**config.mk**
```make
export PLATFORM = sky130hd
export DESIGN_NAME = ws2812_pixel_tx
export DESIGN_NICKNAME = d
export VERILOG_FILES = /design/src/rtl/ws2812_pkg.sv /design/src/rtl/ws2812_bit_timer.sv /design/src/rtl/ws2812_pixel_tx.sv
export SDC_FILE = /design/constraint.sdc
export NUM_CORES = 1
export LEC_CHECK = 0
export ABC_AREA = 0
export BUFFER_PORTS_ARGS = -buffer_cell sky130_fd_sc_hd__buf_2
export CELL_PAD_IN_SITES_DETAIL_PLACEMENT = 1
export CELL_PAD_IN_SITES_GLOBAL_PLACEMENT = 1
export CORE_ASPECT_RATIO = 0.8
export CORE_MARGIN = 3
export CORE_UTILIZATION = 42
export CTS_BUF_LIST = sky130_fd_sc_hd__clkbuf_16
export CTS_CLUSTER_SIZE = 30
export DETAILED_ROUTE_END_ITERATION = 10
export PLACE_DENSITY = 0.76
export SYNTH_ARGS = -nofsm -noshare
export SYNTH_HDL_FRONTEND = slang
export SYNTH_SLANG_ARGS = --single-unit
export TNS_END_PERCENT = 20
```
**constraint.sdc**
```tcl
create_clock -name clk -period 1.9 [get_ports clk]
set_clock_uncertainty 0.1 [all_clocks]
set_input_delay 0 -clock clk [delete_from_list [all_inputs] [get_ports clk]]
set_output_delay 0 -clock clk [all_outputs]
set_load 0.005 [all_outputs]
```
**src/rtl/ws2812_pkg.sv**
```systemverilog
// Shared types and 12 MHz default timing for the WS2812 serializer family.
package ws2812_pkg;

  typedef enum logic [1:0] {
    IDLE  = 2'd0,
    SEND  = 2'd1,
    LATCH = 2'd2
  } state_e;

  // 1.25 us bit, 0.42/0.83 us high times, 300 us latch at 12 MHz
  localparam int unsigned DEF_PIX_BITS  = 24;
  localparam int unsigned DEF_BIT_CYC   = 15;
  localparam int unsigned DEF_T0H_CYC   = 5;
  localparam int unsigned DEF_T1H_CYC   = 10;
  localparam int unsigned DEF_RESET_CYC = 3600;

endpackage

```
**src/rtl/ws2812_bit_timer.sv**
```systemverilog
// One bit period of pulse-width coding: cycle counter and registered high/low level.
module ws2812_bit_timer #(
  parameter int unsigned BIT_CYC = 15,
  parameter int unsigned T0H_CYC = 5,
  parameter int unsigned T1H_CYC = 10
) (
  input  logic clk,
  input  logic rst_n,
  input  logic start,
  input  logic run,
  input  logic bit_val,
  output logic level,
  output logic last_cycle,
  output logic penult_c
);

  localparam int unsigned K_W = $clog2(BIT_CYC);

  logic [K_W-1:0] k_q;
  logic [K_W-1:0] k_inc;
  logic [K_W-1:0] high_cyc;

  assign k_inc      = k_q + K_W'(1);
  assign high_cyc   = bit_val ? K_W'(T1H_CYC) : K_W'(T0H_CYC);
  assign last_cycle = (k_q == K_W'(BIT_CYC - 1));
  assign penult_c   = (k_q == K_W'(BIT_CYC - 2));

  // Level is computed for the coming cycle, so it is always 1 at k=0 (T0H >= 1)
  always_ff @(posedge clk or negedge rst_n) begin
    if (!rst_n) begin
      k_q   <= '0;
      level <= 1'b0;
    end else if (start) begin
      k_q   <= '0;
      level <= 1'b1;
    end else if (run) begin
      k_q   <= k_inc;
      level <= (k_inc < high_cyc);
    end else begin
      k_q   <= '0;
      level <= 1'b0;
    end
  end

endmodule

```
**src/rtl/ws2812_pixel_tx.sv**
```systemverilog
// WS2812-class serializer: one pixel per handshake, MSB first, latch period at frame end.
module ws2812_pixel_tx
  import ws2812_pkg::*;
#(
  parameter int unsigned PIX_BITS  = DEF_PIX_BITS,
  parameter int unsigned BIT_CYC   = DEF_BIT_CYC,
  parameter int unsigned T0H_CYC   = DEF_T0H_CYC,
  parameter int unsigned T1H_CYC   = DEF_T1H_CYC,
  parameter int unsigned RESET_CYC = DEF_RESET_CYC
) (
  input  logic                clk,
  input  logic                rst_n,
  input  logic [PIX_BITS-1:0] pix_data,
  input  logic                pix_valid,
  output logic                pix_ready,
  output logic                busy,
  output logic                frame_done,
  output logic                ws_data,
  output logic                ws_data_n
);

  localparam int unsigned IDX_W = (PIX_BITS > 1) ? $clog2(PIX_BITS) : 1;
  localparam int unsigned LAT_W = (RESET_CYC > 1) ? $clog2(RESET_CYC) : 1;

  if (!(T0H_CYC >= 1 && T0H_CYC < T1H_CYC && T1H_CYC < BIT_CYC &&
        RESET_CYC >= 1 && PIX_BITS >= 1)) begin : g_param_check
    $error("ws2812_pixel_tx: illegal timing parameters");
  end

  state_e              state_q, state_d;
  logic [PIX_BITS-1:0] shreg_q, shreg_d;
  logic [IDX_W-1:0]    idx_q, idx_d;
  logic [LAT_W-1:0]    lat_q, lat_d;
  logic                ready_d;
  logic                done_d;
  logic                take;
  logic                tmr_start;
  logic                tmr_run;
  logic                last_cycle;
  logic                penult_c;
  logic                last_bit;

  assign take      = pix_valid & pix_ready;
  assign last_bit  = (idx_q == IDX_W'(PIX_BITS - 1));
  assign ws_data_n = ~ws_data;

  ws2812_bit_timer #(
    .BIT_CYC (BIT_CYC),
    .T0H_CYC (T0H_CYC),
    .T1H_CYC (T1H_CYC)
  ) u_bit_timer (
    .clk        (clk),
    .rst_n      (rst_n),
    .start      (tmr_start),
    .run        (tmr_run),
    .bit_val    (shreg_q[PIX_BITS-1]),
    .level      (ws_data),
    .last_cycle (last_cycle),
    .penult_c   (penult_c)
  );

  always_ff @(posedge clk or negedge rst_n) begin
    if (!rst_n) begin
      state_q    <= IDLE;
      shreg_q    <= '0;
      idx_q      <= '0;
      lat_q      <= '0;
      pix_ready  <= 1'b0;
      busy       <= 1'b0;
      frame_done <= 1'b0;
    end else begin
      state_q    <= state_d;
      shreg_q    <= shreg_d;
      idx_q      <= idx_d;
      lat_q      <= lat_d;
      pix_ready  <= ready_d;
      busy       <= (state_d != IDLE);
      frame_done <= done_d;
    end
  end

  // Next state; registered outputs are derived from the coming state so they line up with ws_data
  always_comb begin
    state_d   = state_q;
    shreg_d   = shreg_q;
    idx_d     = idx_q;
    lat_d     = lat_q;
    tmr_start = 1'b0;
    tmr_run   = 1'b0;
    done_d    = 1'b0;
    case (state_q)
      IDLE: begin
        if (take) begin
          state_d   = SEND;
          shreg_d   = pix_data;
          idx_d     = '0;
          tmr_start = 1'b1;
        end
      end
      SEND: begin
        if (!last_cycle) begin
          tmr_run = 1'b1;
        end else if (!last_bit) begin
          shreg_d   = shreg_q << 1;
          idx_d     = idx_q + IDX_W'(1);
          tmr_start = 1'b1;
        end else if (take) begin
          shreg_d   = pix_data;
          idx_d     = '0;
          tmr_start = 1'b1;
        end else begin
          state_d = LATCH;
          lat_d   = '0;
        end
      end
      LATCH: begin
        if (lat_q == LAT_W'(RESET_CYC - 1)) begin
          state_d = IDLE;
          done_d  = 1'b1;
        end else begin
          lat_d = lat_q + LAT_W'(1);
        end
      end
      default: state_d = IDLE;
    endcase
    // Ready in IDLE, or in the final cycle of the final bit for gapless chaining
    ready_d = (state_d == IDLE) | (tmr_run & penult_c & last_bit);
  end

endmodule

```
== Word-level counts from Yosys, hierarchy flattened ==
Index checks and enable logic that the tools add are counted.
Word-level totals
  input port bits: 27
  register bits after elaboration: 51
Cells by class
  bitwise operators: 5
  add/sub/neg operators: 3
  reductions and logical operators: 7
  eq/ne operators: 10
  $lt $le $gt $ge: 1
  muxes and demuxes: 32
Operators with widths (count)
  $mux W24: 3
  $mux W12: 4
  $pmux W24 S2: 1
  $pmux W12 S2: 1
  $mux W5: 3
  $add A12 B1 Y12 const B: 1
  $eq A12 B12 Y1 const B: 1
  $mux W4: 3
  $mux W2: 5
  $pmux W5 S2: 1
  $mux W1: 9
  $eq A4 B4 Y1 const B: 2
  $ne A2 B2 Y1 const B: 4
  $pmux W2 S3: 1
  $reduce_bool A2 Y1: 3
  $add A5 B1 Y5 const B: 1
  $eq A5 B5 Y1 const B: 1
  $reduce_and A5 Y1: 1
  $add A4 B1 Y4 const B: 1
  $logic_not A2 Y1: 2
  $lt A4 B4 Y1: 1
  $and A1 B1 Y1: 3
  $eq A2 B1 Y1 const B: 1
  $eq A2 B2 Y1 const B: 1
  other kinds (4): 4

== Logic depth before layout (Yosys ltp) ==
Gate-level depths: netlist of run 1.
  depth in word-level cells: 7
  mapped depth: 8

== Cells and area by module ==
A second synthesis of run 1 with hierarchy kept.
Second synthesis, totals
  cell total of the unflattened synthesis: 268
  area total of the unflattened synthesis: 2742.6 sq um
By module, submodules not included
  ws2812_pixel_tx: instances 1, cells each 238, area each 2426.1 sq um
  ws2812_bit_timer: instances 1, cells each 30, area each 316.6 sq um

== Least setup slack after synthesis of run 1 ==
Ideal clock, no wire load.
  path kind: flip-flop to flip-flop
  from: register idx_q[0]
  to: register shreg_q[15]
  data required time: 1675 ps
  path buffers: 2
  cell stages (with the launch flop): 8
  slack: -184 ps
  data arrival time: 1859 ps
  library setup time: 125 ps
  cell sequence: dfrtp_1 ha_1 and4b_1 buf_4 nor2_4 buf_6 mux2_2 mux2_4
On the way
  cells in the longest elaborated chain, start to end: 4
Ends and longest elaborated chain
  from (decl): line ws2812_pixel_tx.sv:32  | logic [IDX_W-1:0] idx_q, idx_d;
  from (signal assigned): line ws2812_pixel_tx.sv:74  | idx_q <= idx_d;
  $eq A5 B5 Y1: line ws2812_pixel_tx.sv:44  | assign last_bit = (idx_q == IDX_W'(PIX_BITS - 1));
  $mux W24: line ws2812_pixel_tx.sv:103  | end else if (!last_bit) begin
  $mux W24: line ws2812_pixel_tx.sv:101  | if (!last_cycle) begin
  $pmux W24 S2: line ws2812_pixel_tx.sv:91  | case (state_q)
  to (signal assigned): line ws2812_pixel_tx.sv:73  | shreg_q <= shreg_d;
  to (decl): line ws2812_pixel_tx.sv:31  | logic [PIX_BITS-1:0] shreg_q, shreg_d;
No other way between the ends. The select of a mux whose other input is x is not followed.
A chain may end at the register's enable or synchronous reset.

== Worst setup path after layout of run 1 ==
  from: register idx_q[1]
  to: register shreg_q[7]
The elaborated chain is that of the path after synthesis.

==> impl_metrics.py, run 1 <==
metrics = {
    "yosys": {
        "synth_warnings": 0,
        "ys.flop_type": "dfrtp_1",
        "synth_most_common_cell": "dfrtp_1",
        "synth_edf_count": 0,
        "synthesis.area_sq_um": 2710,
        "ys_seq_area_share_pct": 47.1,
        "synth_cell_types": 42,
        "ys_ff_latch": 51,
        "synth-async-reset-ratio_pct": 100,
        "yosysTopAreaCell": "dfrtp_1",
        "synth_cells": 230,
        "yosys-top-cells-area": "dfrtp_1, mux2_2, mux2_4, ha_1, o21ai_0",
        "synth_nets": 265,
        "synth.top_cell.area_share_pct": 47.1,
        "synth_common_cells": "dfrtp_1, mux2_2, mux2_4",
        "synth_area_per_cell_sq_um": 11.8,
    },
    "grt": {
        "grt_pass1_wl_um": 13600,
        "grt_util_all_layers_pct": 24.1,
        "met1_usage_pct": 32.0,
        "grt_max_degree": 31,
        "grt.met2_usage_pct": 38.9,
        "met3_usage_pct": 5.04,
        "grt.busiest_layer": "met2",
        "first_global_vias": 2513,
        "grt_overflow_total": 0,
        "antenna_found_initial": 0,
    },
    "clock_tree": {
        "clk_latency_ns": 0.29,
        "cts-root-buf": "clkbuf_16",
        "tritoncts.num_buffers": 5,
        "clk_pin_slew_worst_paths_ns": 0.07,
        "cts_tree": "done",
        "numClockSinks": 51,
        "h-tree-depth": 2,
        "clockBufferDepth": 2,
    },
    "sta": {
        "hold_viol_final": 0,
        "max_freq_mhz": 487,
        "finalSetupViolCount": 23,
        "setup_tns_ns": -2.95,
        "finalMaxSlewViolations": 0,
        "rsz0062_at_grt": "true",
        "worst_slew_pin_slew_ns": 0.576,
        "fin_crit_sh_pct": 108,
        "max-slew-margin-rel_pct": 61.6,
        "fin_crit_ns": 2.05,
        "timing.final.ws_setup_ns": -0.155,
    },
    "detailed_routing": {
        "firstDrtPassIters": 4,
        "drc": 0,
        "avgRoutedWirePerCell_um": 20.8,
        "via_per_inst": 5.49,
        "dr.first_iter.drc_count": 104,
        "drt-total-wl_um": 8240,
        "drtAntennaViolNets": 0,
        "via_count": 2180,
    },
    "status": {
        "status": "finished, violations left",
        "violations": "negative setup slack",
    },
    "placed_design": {
        "hpwl_um": 4220,
        "portBuffers": 31,
        "globalplace.congestion": 0.766,
        "place_inst": 353,
    },
    "worst_setup_path": {
        "worstPathArrival_ns": 2.14,
        "cp_max_fo": 6,
        "worst-r2r-cell-count": 7,
        "end_kind": "flop",
        "worstPathRequired_ns": 1.98,
        "crit_type": "flop to flop",
        "startpoint_type": "flop",
    },
    "layout": {
        "diodes": 0,
        "final_cells": 397,
        "fin_nets": 350,
        "layout-drive-gt1-share_pct": 40.2,
        "area_growth_pct": 38.2,
        "fin_util_pct": 61.6,
    },
    "floorplanning": {
        "die_x_um": 95.8,
        "initial_core_util_pct": 44.6,
        "dieArea_sq_um": 7450,
        "rows": 25,
        "core-area_sq_um": 6070,
        "ios": 32,
        "fp.dieH_um": 77.8,
    },
    "power": {
        "power.density_nw_per_um2": 602,
        "peakVddDrop_mv": 0.353,
        "p_leak_uw": 0.00173,
    },
    "run": {
        "drv_cap": 0,
    },
    "worst_hold_path": {
        "hold_path.class": "input port to flop",
        "holdPathStages": 5,
    },
}
-- metrics by stage --
stage / hold slack [ns] / worst slack, ns / total power, uW / area [sq um]
after floorplan: -0.396 / -0.129 / 1130 / 2710
after global placement: -0.0860 / -0.0456 / 1180 / 3080
after detailed placement: -0.0792 / -0.111 / 1180 / 3080
after CTS: 0.00606 / -0.0597 / 2250 / 3700
after global routing: 0.139 / -0.178 / 2330 / 3740
final: 0.104 / -0.155 / 2250 / 3740
-- area by class of cell --
| class | instances | area, sq um |
|---|---|---|
| multi-input cells | 159 | 1410 |
| clock inverters | 3 | 43.8 |
| clock buffers | 5 | 125 |
| well taps | 81 | 101 |
| repair buffers | 87 | 744 |
| flip-flops and latches | 51 | 1280 |
| fillers | 614 | 2330 |
| inverters | 11 | 41.3 |
-- per-layer routing --
metal / vias up / wire length, um
met1: 1123 / 3810
li1: 993 / -
met3: 19 / 294
met4: 0 / 218
met2: 45 / 3920
met5: - / 0
-- final timing paths --
path | start | end | slack [ns]
worst max-delay path | idx_q[1]$_DFFE_PN0P_ | shreg_q[7]$_DFFE_PN0P_ | -0.15
worst min-delay path | pix_data[23] | shreg_q[23]$_DFFE_PN0P_ | 0.10
worst max register to register | idx_q[1]$_DFFE_PN0P_ | shreg_q[7]$_DFFE_PN0P_ | -0.15
worst min register to register | shreg_q[10]$_DFFE_PN0P_ | shreg_q[10]$_DFFE_PN0P_ | 0.42
max in group asynchronous | rst_n | lat_q[0]$_DFFE_PN0P_ | 0.99
min in group asynchronous | rst_n | u_bit_timer.k_q[0]$_DFF_PN0_ | 0.14
-- placed cells by master, fill, tap and decap left out, types with 2 or more instances in the layout --
cell and n:
nand2_1 8, nor4_1 3, ha_2 2, nand4_1 6
and2_1 2, dlygate4sd3_1 24, nor3_1 5, a21oi_1 4
ha_1 6, inv_1 11, nand2b_1 3, nor2b_1 3
buf_16 3, buf_12 3, xnor2_1 7, o21ai_0 11
dfrtp_1 50, nand3_1 8, nor2_4 2, o21ai_1 3
buf_6 3, clkbuf_16 5, mux2_2 11, mux2i_1 3
and3_1 4, buf_4 23, mux2_4 32, nor2_1 12
buf_2 31, a211oi_1 2
-- worst max-delay path: stages (launching register included) --
cell and delay, ns:
dfrtp_1 0.41, ha_2 0.21, and4b_2 0.24, nor2_4 0.14
buf_6 0.14, buf_12 0.13, mux2_4 0.31, mux2_4 0.26
-- logic make-up after synthesis --
logic type | share of synthesized area, %
adders and majority gates | 3.70
muxes | 21.5
AOI/OAI and AO/OA | 7.35
buffers and inverters | 4.30
and+or+nand+nor | 13.1
xor gates and xnor gates | 2.91
DFF | 47.1
-- state kept, by name, indices dropped and copies added, names as in the netlist --
name	count
lat_q	12
frame_done	1
u_bit_timer.level	1
busy	1
shreg_q	24
state_q	2
pix_ready	1
u_bit_timer.k_q	4
idx_q	5
-- timing repair --
| action | CTS | global route |
|---|---|---|
| hold buffers | 24 | 0 |
| hold endpoints to repair | 44 | 0 |
| gates resized for setup | 19 | 15 |
| pin swaps | 3 | 5 |
| setup endpoints to repair | 23 | 39 |
| buffers inserted | 6 | 3 |
| gates cloned | 4 | 0 |
-- power by group --
part	switching [uW]	internal [uW]	total [uW]
logic	48.8	79.5	128
clock network	417	622	1040
registers	0	1080	1080
Power figures use the tool's default switching activity.
==> run 2, diff against run 1 <==
Settings changed: CORE_MARGIN 3 to 5, SKIP_LAST_GASP from default to 1.
==> impl_metrics.py, run 2 (synthesis results as in run 1) <==
metrics = {
    "status": {
        "status": "finished, violations left",
        "violations": "negative setup slack",
    },
    "detailed_routing": {
        "via_per_inst": 5.22,
        "dr.first_iter.drc_count": 51,
        "drc": 0,
        "firstDrtPassIters": 4,
        "drt-total-wl_um": 6650,
        "via_count": 2036,
        "avgRoutedWirePerCell_um": 17.0,
        "drtAntennaViolNets": 0,
    },
    "sta": {
        "worst_slew_pin_slew_ns": 0.608,
        "setup_tns_ns": -2.00,
        "finalMaxSlewViolations": 0,
        "rsz0062_at_grt": "true",
        "hold_viol_final": 0,
        "whs_ns": 0.0292,
        "fin_crit_ns": 2.01,
        "fin_crit_sh_pct": 106,
        "timing.final.ws_setup_ns": -0.112,
        "max-slew-margin-rel_pct": 59.0,
        "finalSetupViolCount": 22,
        "max_freq_mhz": 497,
    },
    "clock_tree": {
        "clockBufferDepth": 2,
        "clk_latency_ns": 0.29,
        "h-tree-depth": 2,
        "cts-root-buf": "clkbuf_16",
        "cts_tree": "done",
        "post_cts_buffers": 0,
        "numClockSinks": 51,
        "tritoncts.num_buffers": 5,
        "clk_pin_slew_worst_paths_ns": 0.07,
    },
    "floorplanning": {
        "rows": 26,
        "dieArea_sq_um": 8160,
        "ios": 32,
        "die_x_um": 99.8,
        "core-area_sq_um": 6340,
        "fp.dieH_um": 81.8,
        "initial_core_util_pct": 42.7,
    },
    "worst_setup_path": {
        "worstPathRequired_ns": 1.98,
        "worst-r2r-cell-count": 6,
        "cp-endpoint": "shreg_q[4]$_DFFE_PN0P_",
        "end_kind": "flop",
        "worstPathArrival_ns": 2.09,
        "timing.rr.start": "idx_q[1]$_DFFE_PN0P_",
        "crit_start": "idx_q[1]$_DFFE_PN0P_",
        "r2r_end": "shreg_q[4]$_DFFE_PN0P_",
        "crit_type": "flop to flop",
        "cp_max_fo": 22,
        "startpoint_type": "flop",
        "ff2ff_setup_slack_ns": -0.11,
    },
    "layout": {
        "fin_area_sq_um": 3510,
        "multiInputGateArea_sq_um": 1320,
        "fin_nets": 340,
        "regMostFlops": "shreg_q",
        "final_cells": 390,
        "regArea_sq_um": 1280,
        "layout-drive-gt1-share_pct": 36.6,
        "fin_util_pct": 55.3,
        "n_fill_cell": 671,
        "layout_common_cells": "dfrtp_1, buf_2, mux2_2",
        "final_common_cell": "dfrtp_1",
        "area_growth_pct": 29.7,
        "diodes": 0,
        "reg_top3": "shreg_q x24, lat_q x12, idx_q x5",
        "largest_reg_flops": 24,
    },
    "placed_design": {
        "place_inst": 358,
        "portBuffers": 31,
        "hpwl_um": 4510,
        "globalplace.congestion": 0.788,
        "placed_area_sq_um": 3090,
    },
    "grt": {
        "antenna_found_initial": 0,
        "grt_util_all_layers_pct": 18.0,
        "grt_pass1_wl_um": 11400,
        "first_global_vias": 2331,
        "grt_max_degree": 28,
        "grt_overflow_total": 0,
    },
    "run": {
        "drv_cap": 0,
    },
    "worst_hold_path": {
        "holdPathStages": 5,
        "hold_path.class": "input port to flop",
    },
    "power": {
        "power.density_nw_per_um2": 633,
        "p_leak_uw": 0.00162,
        "peakVddDrop_mv": 0.399,
    },
}
run 2: changes by cell type in the layout (fill, tap and decap cells not counted), sizes merged:
cell | previous run | this run
buf | 63 | 53
dlygate4sd3 | 24 | 23
clkbuf | 5 | 6
run 2: worst max-delay path, cell delays in order, from the launching register on:
cell and delay, ns:
dfrtp_1 0.39, ha_2 0.20, and4b_2 0.27, nor2_4 0.14, buf_12 0.18, mux2_2 0.36
mux2_2 0.26
run 2: per-stage QoR:
step | total power, uW | worst slack, ns
CTS | 2240 | -0.120
detailed placement | 1180 | -0.114
finish | 2220 | -0.112
floorplan | 1130 | -0.129
global placement | 1180 | -0.0327
global route | 2300 | -0.164
run 2: how the worst min path moves through the flow:
stage / from / end / slack, ns
after floorplan: rst_n / busy$_DFF_PN0_ / -0.40
after global placement: rst_n / pix_ready$_DFF_PN0_ / -0.06
after detailed placement: rst_n / busy$_DFF_PN0_ / -0.08
after CTS: pix_data[1] / shreg_q[1]$_DFFE_PN0P_ / 0.02
after global routing: pix_data[23] / shreg_q[23]$_DFFE_PN0P_ / 0.05
final: pix_data[23] / shreg_q[23]$_DFFE_PN0P_ / 0.03
run 2: timing repair:
item	CTS	global route
gates cloned	0	1
endpoints found under the setup margin	26	26
resized for setup	0	3
hold endpoints to repair	73	0
hold buffers	23	0
run 2: metal layers:
layer / share of wire [%] / GRT usage (%) / vias to the layer above
met4: 1.7 / 5.18 / 0
met1: 45 / 21.5 / 1015
met5: 0 / 0 / -
li1: - / - / 976
met2: 49 / 32.2 / 34
met3: 4.2 / 4.84 / 11
run 2: where the power goes:
group / leakage [uW] / internal, uW / total, uW / switching, uW
Sequential: 0.000656 / 1080 / 1080 / 0
Combinational: 0.000878 / 69.7 / 114 / 44.3
Clock: 0.0000812 / 615 / 1020 / 409
Total: 0.00162 / 1770 / 2220 / 453
run 2: final cells by class:
type | count | share of cell area (%)
clock buffer | 5 | 3.56
clock inverter | 3 | 1.10
inverter | 11 | 1.18
multi-input combinational | 159 | 37.7
sequential | 51 | 36.4
tap | 84 | 2.99
timing repair buffer | 77 | 17.1
==> run 3, diff against run 2 <==
Settings changed: SKIP_CTS_REPAIR_TIMING from default to 1.
==> impl_metrics.py, run 3 (synthesis results as in run 1) <==
metrics = {
    "status": {
        "status": "finished, violations left",
        "violations": "negative hold slack, negative setup slack",
    },
    "worst_setup_path": {
        "timing.rr.start": "idx_q[1]$_DFFE_PN0P_",
        "ff2ff_setup_slack_ns": -0.11,
        "r2r_end": "shreg_q[11]$_DFFE_PN0P_",
        "startpoint_type": "flop",
        "critPathTopFamily": "multiplexers",
        "crit_type": "flop to flop",
        "worstPathArrival_ns": 2.08,
        "worstPathRequired_ns": 1.98,
        "crit_chain": "ha_2, and4b_2, nor2_4, buf_12, mux2_2, mux2_4",
        "max_stage_delay_ns": 0.39,
        "end_kind": "flop",
        "worst-r2r-cell-count": 6,
        "cpMaxStageDelayCell": "dfrtp_1",
        "cp_num_buf_inv": 1,
        "cp_max_fo": 22,
    },
    "floorplanning": {
        "ios": 32,
        "rows": 26,
        "dieArea_sq_um": 8160,
        "die_x_um": 99.8,
        "core-area_sq_um": 6340,
        "fp.dieH_um": 81.8,
        "initial_core_util_pct": 42.7,
    },
    "layout": {
        "fin_nets": 338,
        "layout-drive-gt1-share_pct": 36.2,
        "area_growth_pct": 28.3,
        "largest_reg_flops": 24,
        "reg_top3": "shreg_q x24, lat_q x12, idx_q x5",
        "layout_common_cells": "dfrtp_1, buf_2, mux2_2",
        "final_common_cell": "dfrtp_1",
        "diodes": 0,
        "final_cells": 388,
        "regMostFlops": "shreg_q",
        "fin_util_pct": 54.8,
    },
    "detailed_routing": {
        "via_count": 2036,
        "drtAntennaViolNets": 0,
        "wl_met3_um": 274,
        "dr_wl_met2_um": 3120,
        "wl_met1_um": 2950,
        "drc": 0,
        "routed.top_layer": "met4",
        "dr.first_iter.drc_count": 50,
        "firstDrtPassIters": 4,
        "drt-total-wl_um": 6450,
        "avgRoutedWirePerCell_um": 16.6,
        "via_per_inst": 5.25,
    },
    "clock_tree": {
        "cts_tree": "done",
        "clk_latency_ns": 0.29,
        "numClockSinks": 51,
        "clk_pin_slew_worst_paths_ns": 0.07,
        "tritoncts.num_buffers": 5,
        "h-tree-depth": 2,
        "clockBufferDepth": 2,
        "cts-root-buf": "clkbuf_16",
    },
    "sta": {
        "hold_viol_final": 1,
        "fin_crit_sh_pct": 106,
        "max-slew-margin-rel_pct": 58.8,
        "timing.final.ws_setup_ns": -0.107,
        "fin_crit_ns": 2.01,
        "setup_tns_ns": -1.92,
        "finalMaxSlewViolations": 0,
        "rsz0062_at_grt": "true",
        "whs_ns": -0.0179,
        "max_freq_mhz": 498,
        "worst_slew_pin_slew_ns": 0.612,
        "finalSetupViolCount": 22,
    },
    "grt": {
        "grt_util_all_layers_pct": 16.8,
        "grt_pass1_wl_um": 10700,
        "grt_max_degree": 28,
        "antenna_found_initial": 0,
        "grt_overflow_total": 0,
        "first_global_vias": 2241,
    },
    "worst_hold_path": {
        "holdPathStages": 3,
        "min_from": "pix_data[19]",
        "hold_end": "shreg_q[19]$_DFFE_PN0P_",
        "hold_path.class": "input port to flop",
    },
    "run": {
        "drv_cap": 0,
    },
    "placed_design": {
        "place_inst": 358,
        "hpwl_um": 4510,
        "globalplace.congestion": 0.788,
        "portBuffers": 31,
    },
    "power": {
        "totalPowerFinal_uw": 2220,
        "p_leak_uw": 0.00160,
        "power.density_nw_per_um2": 639,
        "peakVddDrop_mv": 0.400,
    },
}
==> run 3: worst max path at each step <==
stage | depth (start not counted) | start | slack (ns) | endpoint
after detailed placement | 6 | idx_q[1]$_DFFE_PN0P_ | -0.11 | shreg_q[19]$_DFFE_PN0P_
after global routing | 6 | idx_q[1]$_DFFE_PN0P_ | -0.16 | shreg_q[10]$_DFFE_PN0P_
after global placement | 6 | idx_q[1]$_DFFE_PN0P_ | -0.03 | shreg_q[12]$_DFFE_PN0P_
final | 6 | idx_q[1]$_DFFE_PN0P_ | -0.11 | shreg_q[11]$_DFFE_PN0P_
after floorplan | 7 | idx_q[0]$_DFFE_PN0P_ | -0.13 | shreg_q[15]$_DFFE_PN0P_
after CTS | 6 | idx_q[1]$_DFFE_PN0P_ | -0.12 | shreg_q[19]$_DFFE_PN0P_
==> run 3: report_power, final <==
group | switching, uW | leakage, uW | internal (uW)
Combinational | 43.4 | 0.000863 | 68.3
Sequential | 0 | 0.000656 | 1080
Clock | 407 | 0.0000812 | 615
==> run 3: worst reg2reg max path, delay by kind of cell, from the launching register on <==
family,cells,cell delay (ns)
multiplexers,2,0.62
adder cells (fa/ha/maj),1,0.19
buffers and inverters,1,0.18
AND/OR/NAND/NOR,2,0.41
flip-flops,1,0.39
==> run 3: cell type report <==
type	count	area, sq um
Tap cell	84	105
Clock buffer	5	125
Multi-Input combinational cell	159	1320
Fill cell	671	2870
Clock inverter	3	38.8
Inverter	11	41.3
Sequential cell	51	1280
Timing Repair Buffer	75	566
==> run 3: metrics by stage <==
| stage | cell area, sq um | worst slack [ns] |
|---|---|---|
| after global routing | 3470 | -0.159 |
| after floorplan | 2710 | -0.129 |
| final | 3470 | -0.107 |
| after global placement | 3090 | -0.0327 |
| after detailed placement | 3090 | -0.114 |
| after CTS | 3250 | -0.120 |
==> run 3: routing by layer <==
layer	global-route usage (%)	up-vias
li1	-	972
met1	20.2	1017
met2	29.8	37
met3	5.09	10
met4	4.09	0
met5	0	-
